`config.mk`:
```
export PLATFORM = sky130hd
export DESIGN_NAME = autoplay_scheduler
export DESIGN_NICKNAME = d
export VERILOG_FILES = /design/src/rtl/cube_cfg_pkg.sv /design/src/rtl/next_anim_picker.sv /design/src/rtl/autoplay_scheduler.sv
export SDC_FILE = /design/constraint.sdc
export NUM_CORES = 1
export LEC_CHECK = 0
export ABC_AREA = 1
export BUFFER_PORTS_ARGS = -buffer_cell sky130_fd_sc_hd__buf_2
export CAP_MARGIN = 20
export CORE_MARGIN = 2
export CORE_UTILIZATION = 53
export DETAILED_ROUTE_END_ITERATION = 12
export HOLD_SLACK_MARGIN = 0.06
export PLACE_DENSITY = 0.77
export SYNTH_ARGS = -nofsm -noshare
export SYNTH_HDL_FRONTEND = slang
export SYNTH_HIERARCHICAL = 1
export SYNTH_SLANG_ARGS = --single-unit
```
`constraint.sdc`:
```
create_clock -name clk -period 2.68 [get_ports clk]
set_input_delay 0 -clock clk [delete_from_list [all_inputs] [get_ports clk]]
set_output_delay 0 -clock clk [all_outputs]
set_load 0.05 [all_outputs]
```
`src/rtl/cube_cfg_pkg.sv`:
```
// Shared definitions for the cube configuration path: the autoplay
// scheduler state encoding and the configuration byte indices.
package cube_cfg_pkg;

  // Scheduler states; the encoding is visible on the sched_state debug port.
  typedef enum logic [1:0] {
    ST_IDLE     = 2'd0,
    ST_DWELL    = 2'd1,
    ST_FADE_OUT = 2'd2,
    ST_FADE_IN  = 2'd3
  } sched_state_t;

  localparam logic [3:0] MODE_AUTOPLAY = 4'h3;
  localparam logic [3:0] IDX_MASK_LO   = 4'hB;
  localparam logic [3:0] IDX_MASK_HI   = 4'hC;

  localparam int NUM_ANIM = 8;

endpackage

```
`src/rtl/next_anim_picker.sv`:
```
// Rotate-priority search over the playlist mask: returns the first enabled
// animation after cur (wrapping), with cur itself checked last. When no bit
// is set the current animation is kept.
module next_anim_picker
  import cube_cfg_pkg::*;
(
  input  logic [7:0] mask,
  input  logic [2:0] cur,
  output logic [2:0] next,
  output logic       any_set
);

  logic [2:0] idx;
  logic       found;

  // Walk cur+1 .. cur+8 (mod 8) and keep the first enabled slot.
  always_comb begin
    next    = cur;
    any_set = |mask;
    found   = 1'b0;
    idx     = cur;
    for (int i = 1; i <= NUM_ANIM; i++) begin
      idx = cur + i[2:0];
      if (!found && mask[idx]) begin
        next  = idx;
        found = 1'b1;
      end
    end
  end

endmodule

```
`src/rtl/autoplay_scheduler.sv`:
```
// Autoplay scheduler: in autoplay mode, cycles through the masked playlist,
// dwelling a fixed number of frames per animation and cross-fading the
// brightness at each switch. Outside autoplay it passes the configured
// animation and brightness through with one cycle of latency.
module autoplay_scheduler
  import cube_cfg_pkg::*;
#(
  parameter int DWELL_FRAMES     = 240,
  parameter int FADE_STEP_FRAMES = 2
) (
  input  logic       clk,
  input  logic       rst,
  input  logic [7:0] uart_in,
  input  logic       uart_valid,
  input  logic [3:0] mode,
  input  logic [3:0] brightness_cfg,
  input  logic [3:0] anim_sel_cfg,
  input  logic       frame_done,
  output logic [3:0] anim_sel,
  output logic [3:0] brightness,
  output logic       stall_mode_change,
  output logic [1:0] sched_state
);

  localparam int DW_W = (DWELL_FRAMES > 1) ? $clog2(DWELL_FRAMES) : 1;
  localparam int SW_W = (FADE_STEP_FRAMES > 1) ? $clog2(FADE_STEP_FRAMES) : 1;
  localparam logic [DW_W-1:0] DWELL_LAST = DW_W'(DWELL_FRAMES - 1);
  localparam logic [SW_W-1:0] STEP_LAST  = SW_W'(FADE_STEP_FRAMES - 1);

  sched_state_t    state, state_n;
  logic [7:0]      mask, mask_n;
  logic [2:0]      cur, cur_n;
  logic [3:0]      bright, bright_n;
  logic [DW_W-1:0] dwell_cnt, dwell_n;
  logic [SW_W-1:0] step_cnt, step_n;
  logic [3:0]      anim_n, bright_out_n;
  logic            stall_n;
  logic [2:0]      pick_next;
  logic            pick_any;
  logic            autoplay;
  logic            cfg_unused;

  // Only animations 0-7 exist, so the top bit of the configured index is dropped.
  assign cfg_unused  = anim_sel_cfg[3];
  assign autoplay    = (mode == MODE_AUTOPLAY);
  assign sched_state = state;

  // The search always sees the mask as it stood before this cycle's write.
  next_anim_picker u_picker (
    .mask    (mask),
    .cur     (cur),
    .next    (pick_next),
    .any_set (pick_any)
  );

  // State, datapath and output registers; everything returns to its reset value at once.
  always_ff @(posedge clk or posedge rst) begin
    if (rst) begin
      state             <= ST_IDLE;
      mask              <= 8'hFF;
      cur               <= 3'd1;
      bright            <= 4'hF;
      dwell_cnt         <= '0;
      step_cnt          <= '0;
      anim_sel          <= 4'h1;
      brightness        <= 4'hF;
      stall_mode_change <= 1'b0;
    end else begin
      state             <= state_n;
      mask              <= mask_n;
      cur               <= cur_n;
      bright            <= bright_n;
      dwell_cnt         <= dwell_n;
      step_cnt          <= step_n;
      anim_sel          <= anim_n;
      brightness        <= bright_out_n;
      stall_mode_change <= stall_n;
    end
  end

  // Next-state, mask update and registered-output values; leaving autoplay always wins.
  always_comb begin
    state_n  = state;
    mask_n   = mask;
    cur_n    = cur;
    bright_n = bright;
    dwell_n  = dwell_cnt;
    step_n   = step_cnt;

    if (uart_valid) begin
      case (uart_in[7:4])
        IDX_MASK_LO: mask_n[3:0] = uart_in[3:0];
        IDX_MASK_HI: mask_n[7:4] = uart_in[3:0];
        default: ;
      endcase
    end

    case (state)
      ST_IDLE: begin
        if (autoplay) begin
          cur_n   = anim_sel_cfg[2:0];
          bright_n = brightness_cfg;
          dwell_n = '0;
          step_n  = '0;
          state_n = ST_DWELL;
        end
      end
      ST_DWELL: begin
        if (!autoplay) begin
          state_n = ST_IDLE;
        end else if (frame_done) begin
          if (dwell_cnt == DWELL_LAST) begin
            dwell_n = '0;
            step_n  = '0;
            state_n = ST_FADE_OUT;
          end else begin
            dwell_n = dwell_cnt + 1'b1;
          end
        end
      end
      ST_FADE_OUT: begin
        if (!autoplay) begin
          state_n = ST_IDLE;
        end else if (bright == 4'd0) begin
          if (pick_any) cur_n = pick_next;
          step_n  = '0;
          state_n = ST_FADE_IN;
        end else if (frame_done) begin
          if (step_cnt == STEP_LAST) begin
            step_n   = '0;
            bright_n = bright - 4'd1;
          end else begin
            step_n = step_cnt + 1'b1;
          end
        end
      end
      ST_FADE_IN: begin
        if (!autoplay) begin
          state_n = ST_IDLE;
        end else if (bright >= brightness_cfg) begin
          dwell_n = '0;
          step_n  = '0;
          state_n = ST_DWELL;
        end else if (frame_done) begin
          if (step_cnt == STEP_LAST) begin
            step_n   = '0;
            bright_n = bright + 4'd1;
          end else begin
            step_n = step_cnt + 1'b1;
          end
        end
      end
      default: state_n = ST_IDLE;
    endcase

    if (state_n == ST_IDLE) begin
      anim_n       = {1'b0, anim_sel_cfg[2:0]};
      bright_out_n = brightness_cfg;
    end else begin
      anim_n       = {1'b0, cur_n};
      bright_out_n = bright_n;
    end
    stall_n = (state_n == ST_FADE_OUT) || (state_n == ST_FADE_IN);
  end

endmodule
```
# Word level (Yosys, flattened, before mapping)

Cells that the tools add are included.

Register bits: 35
Bits in latches: 0
RAM bits: 0
Memory bits (read-only): 0
Output and inout bits: 11
Logic and storage cells: 145
Memories kept: 0

Add/subtract/negate cells: 11
Multipliers: 0
Divide/modulo/power cells: 0
Order comparisons: 9
Equality and inequality tests: 16
Shift-type cells: 0
Muxes and demuxes: 75
Bitwise logic cells: 0
Reductions and logical operators: 24

Operators with widths:

| cell                  | count |
|---|---|
| $mux W8               | 6 |
| $mux W4               | 10 |
| $mux W3               | 13 |
| $lt A3 B4 Y1 const B  | 8 |
| $mux W1               | 25 |
| $bmux W1 S3           | 8 |
| $pmux W8 S3           | 1 |
| $mux W2               | 8 |
| $ne A2 B2 Y1 const B  | 7 |
| $add A3 B3 Y3 const B | 4 |
| $pmux W4 S3           | 1 |
| $reduce_and A6 Y1     | 2 |
| $add A8 B1 Y8 const B | 1 |
| $eq A2 B2 Y1 const B  | 4 |
| $eq A4 B4 Y1 const B  | 2 |
| $eq A8 B8 Y1 const B  | 1 |
| $pmux W2 S4           | 1 |
| $reduce_or A8 Y1      | 1 |
| $logic_and A1 B1 Y1   | 7 |
| $logic_not A1 Y1      | 7 |
| $add A3 B2 Y3 const B | 2 |
| $pmux W3 S2           | 1 |
| $add A4 B1 Y4 const B | 1 |
| $eq A4 B2 Y1 const B  | 1 |
| other kinds (11)      | 13 |

# Logic depth before layout (Yosys ltp)

Gate-level depths: netlist of the first run.

Depth in word-level cells: 30
Depth in mapped cells: 20
Gate-level depth less buffers: 20

# Cells and area by module

The synthesis of the first run kept the hierarchy.

Modules (own cells, without submodules):

| module             | instances | cells each | area each (um^2) |
|---|---|---|---|
| autoplay_scheduler | 1         | 283        | 2150.8 |
| next_anim_picker   | 1         | 138        | 719.4 |

# Least setup slack after synthesis of the first run

No wires, ideal clock.

Kind: reg-to-reg
Start point: register cur[0]
End point: register anim_sel[2]
Arrival: 2.559 ns
Required time: 2.598 ns
Slack: 0.039 ns
Stages on the path, launching flop included: 19
Clock period less this slack: 2.641 ns
Cells stage by stage: dfstp_2 buf_6 inv_6 ha_1 inv_2 nand3_1 nand3_2 nand2_4 nor2_8 nand2_4 nor3_4 nand3_2 nand2_1 inv_1 a21oi_2 inv_1 a21oi_1 o21ai_0 a31oi_1

Word-level cells in the longest chain between the ends: 30
Elaborated cells on any way between the ends: 57
Those cells by class: 7 x add/sub; 36 x mux; 14 x reduce/logical

Ends and longest elaborated chain:

| item                          | line                      | RTL |
|---|---|---|
| from (decl)                   | autoplay_scheduler.sv:32  | `logic [2:0] cur, cur_n;` |
| from (signal assigned)        | autoplay_scheduler.sv:71  | `cur <= cur_n;` |
| $add A3 B1 Y3                 | next_anim_picker.sv:23    | `idx = cur + i[2:0];` |
| $bmux W1 S3                   | next_anim_picker.sv:24    | `if (!found && mask[idx]) begin` |
| $mux W1 (implied by the code) | next_anim_picker.sv:24    |  |
| $mux W1                       | next_anim_picker.sv:24    |  |
| $logic_not A1 Y1              | next_anim_picker.sv:24    |  |
| $logic_and A1 B1 Y1           | next_anim_picker.sv:24    |  |
| $mux W1                       | next_anim_picker.sv:24    |  |
| $logic_not A1 Y1              | next_anim_picker.sv:24    |  |
| [... 16 more ...]             | -                         |  |
| $mux W3 *                     | next_anim_picker.sv:24    |  |
| named net pick_next[2]        | autoplay_scheduler.sv:38  | `logic [2:0] pick_next;` |
| $mux W3 *                     | autoplay_scheduler.sv:125 | `if (pick_any) cur_n = pick_next;` |
| $mux W3 *                     | autoplay_scheduler.sv:124 | `end else if (bright == 4'd0) begin` |
| $mux W3 *                     | autoplay_scheduler.sv:122 | `if (!autoplay) begin` |
| $pmux W3 S2 *                 | autoplay_scheduler.sv:98  | `case (state)` |
| $mux W3 *                     | autoplay_scheduler.sv:156 | `if (state_n == ST_IDLE) begin` |
| named net anim_n[2]           | autoplay_scheduler.sv:36  | `logic [3:0] anim_n, bright_out_n;` |
| to (signal assigned)          | autoplay_scheduler.sv:75  | `anim_sel <= anim_n;` |
| to (decl)                     | autoplay_scheduler.sv:19  | `output logic [3:0] anim_sel,` |

The timed path passes the listed nets; every way through them passes the cells marked *. The select of a mux whose other input is x is not followed.
A chain may end at the register's enable or synchronous reset.

# Worst setup path in the final report of the first run

Start point: register cur[0]
End point: register anim_sel[1]

Same word-level chain as after synthesis.

==> results of run 1 <==
==> cells in the mapped netlist, types with 3 or more instances <==
cell type and count:
a31oi_1 5, inv_2 12, nand3_1 48, nor2_4 4, ha_1 9, buf_4 3
a21oi_1 11, nor2_2 4, nor2_1 26, dfrtp_1 15, inv_1 50, buf_2 3
nand2_2 4, a22oi_1 3, xnor2_1 3, nand3_2 4, o211ai_1 6, dfstp_2 18
nor3_1 4, nand4_1 9, nand2_1 127, nand2_4 3, a21oi_2 4, o21ai_0 20
==> flip-flops by register name, indices dropped and copies added, names as in the netlist <==
register and cells:
brightness 4, anim_sel 3, dwell_cnt 8, mask 8, step_cnt 1, stall_mode_change 1, sched_state 1, cur 3
bright 4
==> cell families after synthesis <==
| kind of cell | count (synthesis) | share of synthesized area, % |
|---|---|---|
| AO/OA/AOI/OAI | 60 | 13.56 |
| XOR/XNOR | 6 | 2.093 |
| adder cells (fa/ha/maj) | 9 | 3.923 |
| buffers and inverters | 72 | 10.81 |
| flip-flops | 33 | 29.56 |
| other | 1 | 0.1307 |
| AND/OR/NAND/NOR | 240 | 39.93 |
==> area by class of cell <==
type / instances / share of cell area [%]
multi-input cells: 316 / 51.28
flip-flops and latches: 33 / 23.21
repair buffers: 67 / 12.70
inverters: 64 / 7.121
well taps: 70 / 2.396
clock buffers: 6 / 2.259
clock inverters: 2 / 1.027
==> layout by cell type (no fill, tap or decap), drive strengths merged <==
cell and instances:
nand2 134, inv 64, buf 55, nand3 52, nor2 36, o21ai 23, dfstp 18, a21oi 16
dfrtp 15, dlygate4sd3 12, nand4 9, ha 9, o211ai 6, clkbuf 6, nor3 6, a31oi 5
xnor2 4, a21boi 4, a22oi 3, xor2 2, nor4 2, o31ai 1, a211oi 1, nand3b 1
conb 1, bufinv 1, clkinvlp 1, o21bai 1
==> critical path, stage by stage (launching register included) <==
cell	delay [ns]
dfstp_2	0.59
inv_6	0.04
ha_4	0.26
inv_6	0.10
nand3_2	0.08
nand2_1	0.10
nor2_2	0.05
nor2_4	0.15
nand2_4	0.08
nor3_4	0.19
buf_4	0.14
nand3_1	0.11
nand2_4	0.10
inv_2	0.03
a21oi_2	0.12
inv_1	0.06
nand2_1	0.06
o211ai_1	0.10
a31oi_1	0.17
==> where the power goes <==
part	switching [mW]	internal [mW]
clock	0.194	0.302
sequential	0.0978	0.599
combinational	0.940	0.631
==> how the worst max path moves through the flow <==
stage | from | end | slack [ns] | depth (start not counted)
floorplan | cur[0]$_DFF_PP1_ | anim_sel[2]$_DFF_PP0_ | 0.04 | 18
global route | cur[0]$_DFF_PP1_ | anim_sel[1]$_DFF_PP0_ | -0.12 | 18
global placement | cur[0]$_DFF_PP1_ | anim_sel[2]$_DFF_PP0_ | 0.08 | 17
CTS | cur[0]$_DFF_PP1_ | anim_sel[2]$_DFF_PP0_ | 0.0009 | 17
finish | cur[0]$_DFF_PP1_ | anim_sel[1]$_DFF_PP0_ | 0.06 | 18
detailed placement | cur[0]$_DFF_PP1_ | anim_sel[2]$_DFF_PP0_ | -0.03 | 17
==> stage by stage <==
step | hold slack [ns] | power [mW] | setup TNS, ns
after global placement | 0.1209 | 1.843 | 0
final | 0.08334 | 2.764 | 0
after CTS | 0.06442 | 2.406 | 0
after global routing | 0.1251 | 2.957 | -0.2942
after detailed placement | 0.1195 | 1.880 | -0.03627
after floorplan | 0.09534 | 1.629 | 0
==> metal layers <==
metal	wire (µm)	GRT usage [%]	vias to the layer above
met5	0	0	-
met4	128	8.393	0
met3	273	3.256	17
met2	3973	43.88	90
met1	3134	29.51	1405
li1	-	-	1505
==> repair_timing <==
item,4_1_cts,5_1_grt
pin swaps,1,22
setup endpoints to repair,2,6
resized for setup,3,41
setup buffers,0,16
hold endpoints to repair,30,0
hold buffers,12,0
==> summary.md, run 1 <==
| Metric | Value |
|---|---|
| Drt first pass iters | `5` |
| Period utilisation layout | `97.84%` |
| CP Capture Type | `flip-flop` |
| GPL Wtd Cong | `0.8879` |
| CP arrival | `2.84 ns` |
| Yosys warnings | `6` |
| Util after Layout | `70.66%` |
| Largest net degree at the start of global routing | `20` |
| Die span in x | `77.59 µm` |
| Post-synth ARST share | `100.0%` |
| GRT overflow | `0` |
| Clk_lat worst skew | `0.29 ns` |
| Synthesis-stage register bit count | `33` |
| I/O Buffers | `32` |
| Detailed Route WL | `7.510 mm` |
| Initial Util | `55.49%` |
| Final Hold Viols | `0` |
| Clock sinks | `33` |
| Ant diodes | `0` |
| Reg2Reg Depth | `18` |
| Critical R2R Launch | `cur[0]$_DFF_PP1_` |
| Avg Vias per Cell | `5.407` |
| Final setup margin | `0.05801 ns` |
| Vias in the first global route | `2740` |
| ANT nets after route | `0` |
| Worst Max-Slew Pin Slew | `0.6635 ns` |
| RSZ-0062 raised after global routing | `yes` |
| Area contributors post-synth | `nand2_1, dfstp_2, dfrtp_1, nand3_1, inv_1` |
| Die ar. | `6020 µm²` |
| Reg2Reg Setup Slack | `0.06 ns` |
| R2r endpoint | `anim_sel[1]$_DFF_PP0_` |
| Hold EP | `step_cnt$_DFFE_PP0P_` |
| Vias post-DR | `between 3000 and 4000` |
| CTS tree | `done` |
| Cell Area, Synth | `between 2000 and 3000 µm²` |
| Endpoints failing setup | `0` |
| Routed WL per cell | `13.46 µm` |
| WHS Path Cells | `3` |
| Max Freq | `between 300 and 400 MHz` |
| Fillers | `413` |
| HP Start | `frame_done` |
| Worst hold path type | `in -> reg` |
| FF+latch area | `848.3 µm²` |
| Row count | `26` |
| Clk root buf | `clkbuf_8` |
| Yosys top cell area share | `between 10% and 20%` |
| Post-Syn Instances | `421` |
| H-tree lvl count | `2` |
| Slew Limit Fails | `0` |
| Area growth from synthesis to layout | `27.33%` |
| Die height | `77.59 µm` |
| Top FF cell, synth | `dfstp_2` |
| Syn avg cell area | `~6.8 µm²` |
| Post-DP HPWL | `5.162 mm` |
| CP startpoint kind | `flip-flop` |
| Finished Cell Area | `3655 µm²` |
| DRC violations left | `0` |
| Synthesized Nets | `454` |
| Slew Limit Headroom | `around 56%` |
| Synth cell types | `42` |
| Share of layout cells above drive strength 1 | `between 30% and 40%` |
| Placed Cells | `about 520` |
| Core area | `a little over 5000 µm²` |
| Register area share after synthesis | `29.56%` |
| Multi-input gate area | `1874 µm²` |
| Max-cap violations | `0` |
| Status | `complete, no violations` |
| CTS buffer count | `5` |
| CP Data Required Time | `between 2 and 3 ns` |
| Number of enable flip-flop cells after synthesis | `0` |
| Cell accounting for the most synthesized area | `nand2_1` |
| First-pass GRT wire length | `11.92 mm` |
| CP max FO | `6` |
| Final min period | `roughly 2.6 ns` |
| CTS max path bufs | `2` |
| DP Worst Slack | `-0.02744 ns` |
| DRT iter0 DRCs | `231` |
| VDD IR max | `441.7 µV` |
| # IOs | `35` |
| Clock Skew | `0.008497 ns` |
| P per Cell Area | `756.2 nW/µm²` |
| Clock slew at reported path FFs | `around 0.07 ns` |
| Placed cell area | `3110 µm²` |
| Initial antenna violation count | `0` |
| GRT Total Usage | `24.32%` |
| Static Leakage | `1.796 nW` |
| Fin cells | `558` |
| Final #Nets | `520` |
| Crit Path Class | `reg -> reg` |
Note: power is estimated with default switching activity, not from simulation.
==> inputs of run 2 (changes only) <==
--- a/config.mk
+++ b/config.mk
@@ -9,10 +9,11 @@
 export BUFFER_PORTS_ARGS = -buffer_cell sky130_fd_sc_hd__buf_2
 export CAP_MARGIN = 20
 export CORE_MARGIN = 2
-export CORE_UTILIZATION = 53
+export CORE_UTILIZATION = 55
+export CTS_BUF_LIST = sky130_fd_sc_hd__clkbuf_8
 export DETAILED_ROUTE_END_ITERATION = 12
 export HOLD_SLACK_MARGIN = 0.06
-export PLACE_DENSITY = 0.77
+export PLACE_DENSITY = 0.79
 export SYNTH_ARGS = -nofsm -noshare
 export SYNTH_HDL_FRONTEND = slang
 export SYNTH_HIERARCHICAL = 1
==> run 2 against run 1 <==
Compared with the run above:
- cell count is 1.8% lower
- largest cell class unchanged
- routed wire length is 4.7% lower
- via count is 1.0% lower
- utilization is 0.44 points lower
- count of clock-buffer cells in the layout is 1 lower
- combinational power is 7% lower
- sequential power hardly changed
==> summary.md, run 2 (same netlist as run 1, synthesis figures left out) <==
| Metric | Value |
|---|---|
| Die height | `76.24 µm` |
| Worst Setup SP | `cur[0]$_DFF_PP1_` |
| H-tree lvl count | `2` |
| Detailed Route WL | `7.156 mm` |
| CP Data Required Time | `2.83 ns` |
| Final #Nets | `510` |
| Vias post-DR | `2986` |
| Vias in the first global route | `2729` |
| Worst Hold Slack | `0.08047 ns` |
| Family with the most delay on the worst path | `simple AND/OR/NAND/NOR gates` |
| End of the critical path | `anim_sel[1]$_DFF_PP0_` |
| VDD IR max | `around 400 µV` |
| Crit path depth | `16` |
| Most frequent cells in the layout | `nand2_1, inv_1, nand3_1` |
| Reg2Reg Setup Slack | `around 0.067 ns` |
| GRT overflow | `0` |
| Crit-path cells | `inv_6 > ha_4 > nand3_2 > nand2_2 > nor2_2 > nor2_4 > nand2_4 > nor3_4 > nand3_2 > buf_4 > nor2_2 > a21oi_2 > inv_1 > nand2_1 > o211ai_1 > a31oi_1` |
| Clock slew at reported path FFs | `roughly 0.07 ns` |
| Initial antenna violation count | `0` |
| Worst path slowest cell | `dfstp_2` |
| DRC violations left | `0` |
| Final Hold Viols | `0` |
| P per Cell Area | `704.0 nW/µm²` |
| Die ar. | `5813 µm²` |
| CTS tree | `done` |
| Critical R2R Launch | `cur[0]$_DFF_PP1_` |
| Final min period | `2.613 ns` |
| RSZ-0062 raised after global routing | `yes` |
| Post-DP HPWL | `about 5.1 mm` |
| CP max FO | `6` |
| Util after Layout | `between 70% and 80%` |
| Drt first pass iters | `6` |
| # IOs | `35` |
| Initial Util | `56.56%` |
| Placed cell area | `3095 µm²` |
| Status | `complete, no violations` |
| CP startpoint kind | `flip-flop` |
| Multi-input gate area | `1874 µm²` |
| Worst Max-Slew Pin Slew | `0.5960 ns` |
| ANT nets after route | `0` |
| CTS max path bufs | `2` |
| Largest net degree at the start of global routing | `27` |
| Max Freq | `382.7 MHz` |
| Regs by FF count | `dwell_cnt: 8 flops, mask: 8 flops` |
| Fillers | `476` |
| Slew Limit Fails | `0` |
| DRT iter0 DRCs | `270` |
| Total power | `around 2.5 mW` |
| Clk root buf | `clkbuf_8` |
| I/O Buffers | `32` |
| CP Buf/Inv Count | `3` |
| Area growth from synthesis to layout | `24.15%` |
| Slew Limit Headroom | `between 60 and 70%` |
| Ant diodes | `0` |
| Share of layout cells above drive strength 1 | `28.24%` |
| Routed WL per cell | `13.06 µm` |
| Row count | `26` |
| R2r endpoint | `anim_sel[1]$_DFF_PP0_` |
| Clock Skew | `0.009484 ns` |
| Leading cell type in the layout, fill and taps excluded | `nand2_1` |
| Core area | `5075 µm²` |
| Finished Cell Area | `3563 µm²` |
| GPL Wtd Cong | `0.9592` |
| GRT Total Usage | `about 24%` |
| Worst stage delay on the critical path | `0.58 ns` |
| CTS buffer count | `5` |
| Worst hold path type | `in -> reg` |
| FF+latch area | `848.3 µm²` |
| Die span in x | `76.24 µm` |
| Period utilisation layout | `97.50%` |
| Clock sinks | `33` |
| Clk_lat worst skew | `0.29 ns` |
| Endpoints failing setup | `0` |
| CP arrival | `2.77 ns` |
| Avg Vias per Cell | `roughly 5.4` |
| CP Capture Type | `flip-flop` |
| Max-cap violations | `0` |
| First-pass GRT wire length | `11.65 mm` |
| Static Leakage | `1.746 nW` |
| Crit Path Class | `reg -> reg` |
| Reg2Reg Depth | `16` |
-- run 2: cell count changes in the layout (fill, tap and decap cells not counted), sizes merged --
cell	before	now
bufinv	1	0
buf	55	45
inv	64	66
clkinvlp	1	0
clkinv	0	1
clkbuf	6	5
-- run 2: how the worst min path moves through the flow --
stage               cells after the start  slack (ns)         startpoint                      end
floorplan                               2         0.1  brightness_cfg[0]  brightness[0]$_DFF_PP1_
global placement                        3        0.23  brightness_cfg[3]  brightness[3]$_DFF_PP1_
detailed placement                      3        0.23  brightness_cfg[1]  brightness[1]$_DFF_PP1_
CTS                                     3        0.08         frame_done     step_cnt$_DFFE_PP0P_
global route                            3        0.11         frame_done     step_cnt$_DFFE_PP0P_
finish                                  3        0.08         frame_done     step_cnt$_DFFE_PP0P_
-- run 2: worst register-to-register path, cell delays in order, from the launching register on --
cell	delay [ns]
dfstp_2	0.58
inv_6	0.04
ha_4	0.35
nand3_2	0.11
nand2_2	0.11
nor2_2	0.05
nor2_4	0.16
nand2_4	0.08
nor3_4	0.20
nand3_2	0.15
buf_4	0.17
nor2_2	0.08
a21oi_2	0.04
inv_1	0.05
nand2_1	0.06
o211ai_1	0.14
a31oi_1	0.12
-- run 2: power by group --
part | leakage, nW | internal (mW) | switching (mW) | total [mW]
logic | 1.31 | 0.575 | 0.889 | 1.46
clock network | 0.0505 | 0.174 | 0.177 | 0.352
registers | 0.389 | 0.599 | 0.0942 | 0.693
-- run 2: what timing repair did --
item,4_1_cts,5_1_grt
setup buffers,0,7
resized for setup,2,36
endpoints found under the hold margin,27,0
endpoints found under the setup margin,2,6
hold buffers,12,0
pin swaps,0,16
-- run 2: through the flow --
step / std cells / setup TNS [ns] / setup slack [ns]
after floorplan: 421 / 0 / 0.03934
after global placement: 520 / 0 / 0.04984
after detailed placement: 520 / -0.02409 / -0.02409
after CTS: 540 / 0 / 0.02512
after global routing: 548 / -0.1239 / -0.06312
final: 548 / 0 / 0.06694
-- run 2: cell type report --
cell class              instances  area share [%]
well taps                      70           2.458
inverters                      64           7.233
clock inverters                 3          0.3511
flip-flops and latches         33           23.81
multi-input cells             316           52.60
clock buffers                   5           1.931
repair buffers                 57           11.62
-- run 2: layer usage --
metal	track usage [%]	vias up	part of all wire [%]
met4	8.727	0	2.0
met5	0	-	0
met2	43.45	94	52
met1	29.08	1392	41
met3	3.555	18	4.7
li1	-	1482	-
